===== config.mk =====
export PLATFORM = sky130hd
export DESIGN_NAME = ee201_clkdiv_multi
export DESIGN_NICKNAME = d
export VERILOG_FILES = /design/src/rtl/ee201_clkdiv_multi.sv
export SDC_FILE = /design/constraint.sdc
export NUM_CORES = 1
export LEC_CHECK = 0
export ABC_AREA = 1
export CAP_MARGIN = 20
export CORE_MARGIN = 10
export CORE_UTILIZATION = 25
export DETAILED_ROUTE_END_ITERATION = 12
export GPL_ROUTABILITY_DRIVEN = 1
export GPL_TIMING_DRIVEN = 1
export PLACE_DENSITY = 0.37
export SYNTH_ARGS = -nofsm -noshare
export SYNTH_HDL_FRONTEND = slang
export SYNTH_SLANG_ARGS = --single-unit
export TNS_END_PERCENT = 20

===== constraint.sdc =====
create_clock -name Clk -period 1.95 [get_ports Clk]
set_input_delay 0.4875 -clock Clk [delete_from_list [all_inputs] [get_ports Clk]]
set_output_delay 0.4875 -clock Clk [all_outputs]
set_load 0.01 [all_outputs]

===== src/rtl/ee201_clkdiv_multi.sv =====
// ee201_clkdiv_multi: multi-channel, runtime-programmable clock divider.
// Each channel emits a 50%-duty square wave toggling every Nact cycles and a
// one-cycle tick on every toggle. A divisor written through Load is staged
// and applied at the channel's next terminal count (or immediately while the
// channel is stopped), so the output never shows a runt or glitch pulse.
module ee201_clkdiv_multi #(
  parameter int              NCH       = 4,
  parameter int              SELW      = 2,
  parameter int              WIDTH     = 21,
  parameter logic [WIDTH-1:0] DEFAULT_N = WIDTH'(833333)
) (
  input  logic             Clk,
  input  logic             Reset,
  input  logic [NCH-1:0]   En,
  input  logic             Load,
  input  logic [SELW-1:0]  LdSel,
  input  logic [WIDTH-1:0] LdN,
  output logic [NCH-1:0]   ClkOut,
  output logic [NCH-1:0]   Tick,
  output logic [NCH-1:0]   Pending
);

  // Per-channel state, packed so whole vectors can be registered at once.
  logic [NCH-1:0][WIDTH-1:0] cnt_q,   cnt_d;
  logic [NCH-1:0][WIDTH-1:0] nact_q,  nact_d;
  logic [NCH-1:0][WIDTH-1:0] nnext_q, nnext_d;
  logic [NCH-1:0]            pend_q,  pend_d;
  logic [NCH-1:0]            clk_q,   clk_d;
  logic [NCH-1:0]            tick_q,  tick_d;

  // Next-state logic: counting, terminal-count divisor transfer, and staging of loads.
  always_comb begin
    cnt_d   = cnt_q;
    nact_d  = nact_q;
    nnext_d = nnext_q;
    pend_d  = pend_q;
    clk_d   = clk_q;
    tick_d  = tick_q;
    for (int i = 0; i < NCH; i++) begin
      if (En[i] && (nact_q[i] != {WIDTH{1'b0}})) begin
        if (cnt_q[i] == (nact_q[i] - WIDTH'(1))) begin
          // Terminal count: toggle, tick, and the only safe point to swap divisors.
          cnt_d[i]  = {WIDTH{1'b0}};
          clk_d[i]  = ~clk_q[i];
          tick_d[i] = 1'b1;
          if (pend_q[i]) begin
            nact_d[i] = nnext_q[i];
            pend_d[i] = 1'b0;
          end else begin
            nact_d[i] = nact_q[i];
            pend_d[i] = pend_q[i];
          end
        end else begin
          cnt_d[i]  = cnt_q[i] + WIDTH'(1);
          tick_d[i] = 1'b0;
        end
      end else begin
        // Stopped: counter parked at zero, so a staged divisor can go in right away.
        cnt_d[i]  = {WIDTH{1'b0}};
        tick_d[i] = 1'b0;
        if (pend_q[i]) begin
          nact_d[i] = nnext_q[i];
          pend_d[i] = 1'b0;
        end else begin
          nact_d[i] = nact_q[i];
          pend_d[i] = pend_q[i];
        end
      end
      // A load overrides the staging register last, so a load coinciding with a
      // terminal transfer leaves the new value pending while the old one is applied.
      if (Load && (LdSel == SELW'(i))) begin
        nnext_d[i] = LdN;
        pend_d[i]  = 1'b1;
      end else begin
        nnext_d[i] = nnext_q[i];
      end
    end
  end

  // State registers with asynchronous active-low reset back to the default divisor.
  always_ff @(posedge Clk or negedge Reset) begin
    if (!Reset) begin
      cnt_q   <= {NCH{ {WIDTH{1'b0}} }};
      nact_q  <= {NCH{DEFAULT_N}};
      nnext_q <= {NCH{DEFAULT_N}};
      pend_q  <= {NCH{1'b0}};
      clk_q   <= {NCH{1'b0}};
      tick_q  <= {NCH{1'b0}};
    end else begin
      cnt_q   <= cnt_d;
      nact_q  <= nact_d;
      nnext_q <= nnext_d;
      pend_q  <= pend_d;
      clk_q   <= clk_d;
      tick_q  <= tick_d;
    end
  end

  assign ClkOut  = clk_q;
  assign Tick    = tick_q;
  assign Pending = pend_q;

endmodule


==> flow_summary.yaml <==
hold_path:
  hp-class: "primary input to asynchronous set/reset pin"
global_routing:
  grt_overflow_total: 0
  antenna_found_initial: 2
  grt_pass1_vias: 13200
  grt_max_degree: 51
  grtUsageTotal_pct: 13.3
  grt_pass1_wl_um: 72900
clocking:
  clockRootBuffer: "clkbuf_16"
  cts_num_sinks: 264
  cts_tree: "done"
  htreeDepth: 2
  cts_buffers: 35
  clk_latency_ns: 0.55
  cts_buffer_depth: 3
  cts.clk_slew.worst_paths_ns: 0.06
critical_path:
  crit_arrival_ns: 2.81
  cp_max_fo: 5
  required_ns: 2.39
  critPathKind: "register to register"
  start_kind: "register"
  r2r_slack_ns: -0.42
  rr_endpoint: "nact_q[17]$_DFFE_PN0P_"
  r2r_start: "nact_q[0]$_DFFE_PN1P_"
  endpoint_kind: "register"
  rr_worst_depth: 18
cells_and_area:
  final_common_cell: "nand2_1"
  multi_input_area_sq_um: 7270
  nNetsFinal: 2299
  area_growth_pct: 35.5
  final_cell_mix: "nand2_1 (560), buf_4 (252), nor2_1 (244), inv_1 (193), nand3_1 (176)"
  num-fill-cells: 6178
  drive_gt1_share_pct: 24.4
  regArea_sq_um: 6730
power:
  finalPower_mw: 23.2
  powerDensity_nw_per_um2: 1170
  peakVddDrop_uv: 586
  p_leak_nw: 9.66
floorplanning:
  start_util_pct: 25.3
  die-area_sq_um: 68500
  die_h_um: 262
  core.rowCount: 88
  ios: 42
  fp.coreArea_sq_um: 57800
  die_w_um: 262
run_status:
  violations: "negative setup slack"
  outcome: "finished with violations"
timing:
  finalHoldViolations: 0
  fmax_mhz: 423
  fin_ws_ns: -0.415
  setup_viol: 180
  finalClockSkew_ns: 0.0251
  fin_setup_tns_ns: -54.66
  rsz0062_at_grt: "yes"
  slew_viol_final: 0
  worst_slew_pin_slew_ns: 0.476
  timing.slew.headroom_pct: 68.0
  min_period_over_period_pct: 121
  period_minus_slack_ns: 2.37
logic_synthesis:
  synth_edf_count: 0
  ys_warn_count: 0
  ys.flop_type: "dfrtp_1"
  synth_area_per_cell_sq_um: 7.46
  synth_nets: 1994
  synth_cells: 1956
  synth_async_sr_flop_share_pct: 100
  yosysSeqAreaShare_pct: 46.1
  ys_ff_latch: 264
  ys_types: 42
  syn_area_sq_um: 14600
detailed_routing:
  route.detailed.drc: 0
  vias_per_cell: 4.27
  wire_per_inst_um: 14.7
  firstDrtPassIters: 4
  drt_iter0_markers: 673
  via_count: 13000
  ant_nets: 0
  wirelength_um: 44800
place:
  place.gp.congestion: 0.825
  dpl.hpwl_um: 33200
  port_buffers: 41
flow_run:
  drv_cap: 0
[timing repair]
| item | 4_1_cts | 5_1_grt |
|---|---|---|
| hold buffers | 1 | 0 |
| endpoints found under the setup margin | 189 | 180 |
| hold endpoints to repair | 22 | 0 |
| resized for setup | 36 | 102 |
| gates cloned | 1 | 6 |
| setup buffers | 5 | 2 |
| pin swaps | 18 | 27 |
[critical path, cell delays in order, from the launching register on]
cell and delay, ns:
dfstp_2 0.54, inv_2 0.05, ha_4 0.26, inv_2 0.03, nand2_2 0.04, nand2_2 0.05
nor2_2 0.09, nand2_1 0.06, nor2_1 0.09, nand2_1 0.08, nor2_2 0.12, nand2_1 0.07
nor2_2 0.10, nand4_2 0.12, nand2_4 0.18, nand2_8 0.09, clkbuf_16 0.19, nand2_4 0.05
nand2_1 0.04
[Yosys cell counts (2+ instances only)]
cell,number,area (sq um)
nand4_1,26,163
dfstp_2,96,2520
buf_6,7,78.8
nor3_1,30,150
nand3_1,181,906
nor2_4,4,45.0
o22ai_1,2,12.5
nor4_2,2,25.0
nand3b_1,18,135
xnor2_1,49,429
nor4_1,2,12.5
inv_1,202,758
and2_1,4,25.0
nand2_1,615,2310
xor2_1,56,490
nor2_2,9,56.3
dfrtp_1,168,4200
o211ai_1,2,15.0
a21oi_1,16,80.1
clkbuf_1,29,109
ha_1,8,100
nor3b_1,5,37.5
o21ai_1,3,15.0
or2_2,3,18.8
nor2_1,262,983
o21ai_0,109,546
xor3_1,2,47.6
and3_1,4,25.0
a31oi_1,2,12.5
nand2_2,9,56.3
buf_4,10,75.1
buf_2,8,40.0
o21bai_1,4,30.0
[sequential cells by signal (all words and copies together), names as in the netlist]
register	cells
ClkOut	4
Pending	4
Tick	4
cnt_q	84
nact_q	84
nnext_q	84
[layer usage]
metal	GRT usage, %	vias up	routed length, um
met5	0	-	0
met4	4.32	0	1110
met3	1.71	64	1300
met2	21.8	135	20700
met1	17.9	6036	21700
li1	-	6804	-
[cells by family after synthesis]
| kind of cell | share of synthesized area [%] |
|---|---|
| AO/OA/AOI/OAI | 5.14 |
| XOR/XNOR | 6.78 |
| adder cells (fa/ha/maj) | 0.686 |
| buffers and inverters | 7.29 |
| flip-flops | 46.1 |
| AND/OR/NAND/NOR | 34.0 |
[power breakdown]
group	internal (mW)	total (mW)	switching (mW)
Combinational	3.88	8.69	4.81
Clock	4.41	7.01	2.60
Sequential	6.70	7.54	0.847
Total	15.0	23.2	8.26
[per-stage QoR]
| step | util (%) | setup WS (ns) | std cells | hold WS (ns) | instance area, sq um |
|---|---|---|---|---|---|
| 4_1_cts | 33.4 | -0.411 | 3045 | 0.412 | 19300 |
| 6_report | 34.2 | -0.415 | 3056 | 0.421 | 19800 |
| 2_1_floorplan | - | -0.183 | 1956 | 0.192 | 14700 |
| 5_1_grt | 34.2 | -0.617 | 3053 | 0.458 | 19800 |
| 3_5_place_dp | 31.0 | -0.553 | 2974 | 0.428 | 17900 |
| 3_3_place_gp | 31.0 | -0.561 | 2974 | 0.430 | 17900 |
[worst max path at each step]
stage / from / to / slack (ns) / depth (start not counted)
2_1_floorplan: nact_q[63]$_DFFE_PN1P_ / nact_q[69]$_DFFE_PN0P_ / -0.18 / 18
3_3_place_gp: nact_q[22]$_DFFE_PN0P_ / nact_q[29]$_DFFE_PN1P_ / -0.56 / 15
5_1_grt: nact_q[21]$_DFFE_PN1P_ / nact_q[24]$_DFFE_PN0P_ / -0.62 / 18
4_1_cts: nact_q[21]$_DFFE_PN1P_ / nact_q[38]$_DFFE_PN0P_ / -0.41 / 18
3_5_place_dp: nact_q[1]$_DFFE_PN0P_ / nact_q[2]$_DFFE_PN1P_ / -0.55 / 15
6_report: nact_q[0]$_DFFE_PN1P_ / nact_q[17]$_DFFE_PN0P_ / -0.42 / 18
[cell type report]
type | instances | share of cell area (%)
clock inverter | 12 | 1.01
sequential | 264 | 34.0
antenna | 3 | 0.0380
multi-input combinational | 1436 | 36.7
inverter | 203 | 3.86
tap | 765 | 4.84
clock buffer | 52 | 5.32
timing repair buffer | 321 | 14.2
(Power assumes the default switching activity.)
